[src/rtl/uart_pkg.sv]
// Shared UART TX types and helpers: state encoding,
// frame-length clamp, field bit reversal and word parity.
package uart_pkg;

  localparam int MAX_W = 32;

  localparam logic S_IDLE  = 1'b0;
  localparam logic S_SHIFT = 1'b1;

  typedef enum logic {
    IDLE  = S_IDLE,
    SHIFT = S_SHIFT
  } state_t;

  function automatic int clamp_len(
    input int len,
    input int width
  );
    return (len == 0 || len > width) ? width : len;
  endfunction

  // Reverses bits [len-1:0]; bits above len-1 must be 0.
  function automatic logic [MAX_W-1:0] bit_reverse(
    input logic [MAX_W-1:0] data,
    input int               len
  );
    logic [MAX_W-1:0] r;
    r = {<<{data}};
    return r >> (MAX_W - len);
  endfunction

  function automatic logic parity_of(
    input logic [MAX_W-1:0] data
  );
    return ^data;
  endfunction

endpackage

[src/rtl/uart_tx_serializer_v2.sv]
// UART TX serializer: loads a word via valid/ready, shifts
// 1..WIDTH bits LSB/MSB first on Ser_En&Bit_Tick, reports parity.
// Ports: CLK, RST (async low), P_DATA/Data_Valid/Load_Ready,
// Data_Len, MSB_First, Ser_En, Bit_Tick, Abort,
// Ser_Data, Ser_Done, Busy, Parity.
module uart_tx_serializer_v2
  import uart_pkg::*;
#(
  parameter int WIDTH = 8,
  parameter int LEN_W = $clog2(WIDTH + 1)
) (
  input  logic             CLK,
  input  logic             RST,
  input  logic [WIDTH-1:0] P_DATA,
  input  logic             Data_Valid,
  output logic             Load_Ready,
  input  logic [LEN_W-1:0] Data_Len,
  input  logic             MSB_First,
  input  logic             Ser_En,
  input  logic             Bit_Tick,
  input  logic             Abort,
  output logic             Ser_Data,
  output logic             Ser_Done,
  output logic             Busy,
  output logic             Parity
);

  state_t           state, state_n;
  logic [WIDTH-1:0] sh, sh_n;
  logic [LEN_W-1:0] len_q, len_n;
  logic [LEN_W-1:0] cnt, cnt_n;
  logic             data_n, done_n;
  logic             busy_n, par_n;

  logic [MAX_W-1:0] w;
  int               l;

  assign Load_Ready = (state == IDLE);

  always_comb begin
    state_n = state;
    sh_n    = sh;
    len_n   = len_q;
    cnt_n   = cnt;
    data_n  = Ser_Data;
    done_n  = 1'b0;
    busy_n  = Busy;
    par_n   = Parity;

    l = clamp_len(int'(Data_Len), WIDTH);
    w = MAX_W'(P_DATA);
    for (int i = 0; i < MAX_W; i++) begin
      if (i >= l) w[i] = 1'b0;
    end

    unique case (state)
      IDLE: begin
        if (Data_Valid) begin
          len_n   = LEN_W'(l);
          sh_n    = MSB_First ?
                    WIDTH'(bit_reverse(w, l)) :
                    WIDTH'(w);
          data_n  = sh_n[0];
          par_n   = parity_of(w);
          cnt_n   = '0;
          busy_n  = 1'b1;
          state_n = SHIFT;
        end
      end
      SHIFT: begin
        if (Abort) begin
          state_n = IDLE;
          busy_n  = 1'b0;
          data_n  = 1'b0;
          cnt_n   = '0;
        end else if (Ser_En && Bit_Tick) begin
          if (cnt + LEN_W'(1) == len_q) begin
            done_n  = 1'b1;
            state_n = IDLE;
            busy_n  = 1'b0;
            data_n  = 1'b0;
            cnt_n   = '0;
          end else begin
            cnt_n  = cnt + LEN_W'(1);
            sh_n   = sh >> 1;
            data_n = sh[1];
          end
        end
      end
      default: state_n = IDLE;
    endcase
  end

  always_ff @(posedge CLK or negedge RST) begin
    if (!RST) begin
      state    <= IDLE;
      sh       <= '0;
      len_q    <= '0;
      cnt      <= '0;
      Ser_Data <= 1'b0;
      Ser_Done <= 1'b0;
      Busy     <= 1'b0;
      Parity   <= 1'b0;
    end else begin
      state    <= state_n;
      sh       <= sh_n;
      len_q    <= len_n;
      cnt      <= cnt_n;
      Ser_Data <= data_n;
      Ser_Done <= done_n;
      Busy     <= busy_n;
      Parity   <= par_n;
    end
  end

endmodule

[config.mk]
export PLATFORM = sky130hd
export DESIGN_NAME = uart_tx_serializer_v2
export DESIGN_NICKNAME = d
export VERILOG_FILES = /design/src/rtl/uart_pkg.sv /design/src/rtl/uart_tx_serializer_v2.sv
export SDC_FILE = /design/constraint.sdc
export NUM_CORES = 1
export LEC_CHECK = 0
export ABC_AREA = 0
export CAP_MARGIN = 20
export CORE_ASPECT_RATIO = 0.75
export CORE_MARGIN = 2
export CORE_UTILIZATION = 35
export DETAILED_ROUTE_END_ITERATION = 6
export PLACE_DENSITY = 0.64
export SYNTH_ARGS = -nofsm -noshare
export SYNTH_HDL_FRONTEND = slang
export SYNTH_SLANG_ARGS = --single-unit
[constraint.sdc]
create_clock -name CLK -period 2.75 [get_ports CLK]
set_input_delay 0.275 -clock CLK [delete_from_list [all_inputs] [get_ports CLK]]
set_output_delay 0.275 -clock CLK [all_outputs]
set_load 0.005 [all_outputs]
==> reports/metrics.yaml <==
antenna_left: 0
comb_power_share_pct: 38.7
core_um2: 4414
clock_power_share_pct: 20.1
fmax_ghz: 0.3937
fill_cells: 458
synth_top_cell_area_share_pct: 31.55
clk_path_buf_depth: 2
post_cts_buffers: 0
diodes: 0
fin_cells: 268
final_cell_mix: "nand2_1, clkdlybuf4s50_1, dfrtp_1, buf_4, o21ai_0"
globalRouteOverflowTotal: 0
hold_viol: 0
sequentialPowerShare_pct: 41.2
gp_congestion: 0.9481
synthMuxAreaShare_pct: 1.972
root_buffer: "clkbuf_8"
boundaryPins: 24
clkTransAtPathRegs_ns: 0.07
synthXorXnorAreaFrac_pct: 7.808
start_util_pct: 35.94
antenna_found_initial: 0
synthesis.nets: 204
grt_pass1_wl_um: 6775
synth_area_per_cell_um2: 8.814
die-height_um: 62.31
irDropWorstVdd_uv: 241.0
area_delta_synth_final_pct: 24.45
finalNetCount: 237
cts_sinks: 20
htreeDepth: 1
ctsResizeCount: 0
maxSlewViolCount: 0
status: "finished clean"
synth_seq_cells: 20
worst_slack_ns: 0.2099
post-place-cells: 265
finalSetupViolCount: 0
max_slew_margin_pct: 39.62
synth_simple_gate_area_share_pct: 20.03
rows: 21
viasPerCell: 5.660
syn-cell-area_um2: 1587
final_layout_size_suffix_gt1_share_pct: 14.69
cts_buffers: 3
setup_tns_ns: 0
fin_worst_skew_ns: 0.003700
hp-class: "reg2reg"
synthCells: 180
hold_ws_ns: 0.4832
period_needed_ns: 2.540
track_usage_pct: 17.35
drt_iter0_markers: 167
drc: 0
yosys.area_share.adder_pct: 3.943
synth-edff-count: 0
maxCapViolCount: 0
grt_pass1_vias: 1372
postCtsHoldBufs: 0
path_max_fanout: 4
die_w_um: 81.74
dieArea_um2: 5093
required_ns: 2.95
yosysWarnings: 0
cp-start-kind: "primary input"
synth_top_family_by_area: "compound AO/OA/AOI/OAI gates"
clk_latency_ns: 0.26
ys_types: 65
dr.pass1.iters: 4
worst_pin_slew_ns: 0.9029
endpoint_kind: "flop"
p_sw_w: 0.0003272
p_int_w: 0.0006418
dp_hpwl_um: 3266
dpl_worst_slack_ns: -0.05251
ys_seq_area_share_pct: 31.55
synth_top_cell_by_area: "dfrtp_1"
arrival_ns: 2.74
p_leak_nw: 0.8404
synth-main-ff-cell: "dfrtp_1"
post_synth_main_area_contributors: "dfrtp_1, nand2_1, ha_1"
worstSetupPathType: "in2reg"
rsz0062_at_grt: "false"
synthArstFlopShare_pct: 100.0
tritoncts: "yes"
io_buffers: 23
routed-via-count: 1517
wl_per_cell_um: 15.44
post-route-period-util_pct: 92.37
grt_max_degree: 21
synth_compound_area_share_pct: 29.10
wl_um: 4138
powerDensity_nw_per_um2: 490.8
netSwitchingFraction_pct: 33.76
power groups by stage:
stage | clock network [W] | logic, W | registers, W
6_report | 0.000195 | 0.000375 | 0.000399
5_1_grt | 0.000213 | 0.000414 | 0.000408
4_1_cts | 0.000204 | 0.000376 | 0.000399
3_5_place_dp | 0 | 0.000374 | 0.000405
3_3_place_gp | 0 | 0.000372 | 0.000405
2_1_floorplan | 0 | 0.000243 | 0.000390
critical path, stage by stage:
cell and delay, ns:
clkdlybuf4s50_1 0.47, nor2b_1 0.31, inv_4 0.07, ha_1 0.23, ha_1 0.19, nand2b_1 0.26, o21ai_0 0.20, a2bb2oi_1 0.12
a2111oi_2 0.37, o221a_1 0.24
cell families after synthesis:
kind of cell | after synthesis
AND/OR/NAND/NOR | 62
XOR/XNOR | 10
AO/OA/AOI/OAI | 63
adder cells (fa/ha/maj) | 5
flip-flops | 20
multiplexers | 3
buffers and inverters | 17
sequential cells by signal, summed over array words and instances (netlist names):
| name | count |
|---|---|
| Ser_Data | 1 |
| cnt | 4 |
| Busy | 1 |
| sh | 7 |
| Parity | 1 |
| Ser_Done | 1 |
| len_q | 4 |
| state | 1 |
metal layers:
metal | vias up | wire, um | global-route usage, %
li1 | 732 | - | -
met1 | 732 | 2092 | 28.13
met2 | 48 | 1780 | 22.66
met3 | 5 | 236 | 4.215
met4 | 0 | 29 | 3.958
met5 | - | 0 | 0
path summary, 6_finish.rpt:
check                            startpoint        to  slack [ns]  cells past startpoint
worst max register to register       cnt[0]     sh[3]        0.42                      8
worst min-delay path                  sh[6]     sh[6]        0.48                      2
worst max-delay path            Data_Len[0]     sh[1]        0.21                     10
max in group asynchronous               RST  len_q[3]        1.68                      1
min in group asynchronous               RST     sh[3]        0.52                      1
worst min register to register        sh[6]     sh[6]        0.48                      2
stage by stage:
step           utilization (%)  power (W)  cell area [um^2]
3_3_place_gp             43.79  0.0007761              1933
6_report                 44.73  0.0009689              1974
4_1_cts                  44.73  0.0009792              1974
2_1_floorplan                -  0.0006326              1587
3_5_place_dp             43.79  0.0007789              1933
5_1_grt                  44.73   0.001035              1974
synth_stat cells (all sizes together) (4+ instances only):
| library cell | count |
|---|---|
| nand2 | 23 |
| o21ai | 21 |
| dfrtp | 20 |
| inv | 9 |
| a21oi | 8 |
| nand2b | 8 |
| nor3 | 7 |
| xnor2 | 7 |
| buf | 6 |
| nand3 | 6 |
| nor2 | 6 |
| ha | 5 |
| o211ai | 4 |
area by class of cell:
class                           count  area [um^2]  share of cell area [%]
Clock buffer                        3        41.29                   2.091
Sequential cell                    20        500.5                   25.35
Inverter                            9        36.28                   1.838
Tap cell                           57        71.32                   3.612
Timing Repair Buffer               36        327.8                   16.60
Multi-Input combinational cell    143        997.2                   50.51
Note: power is estimated with default switching activity, not from simulation.
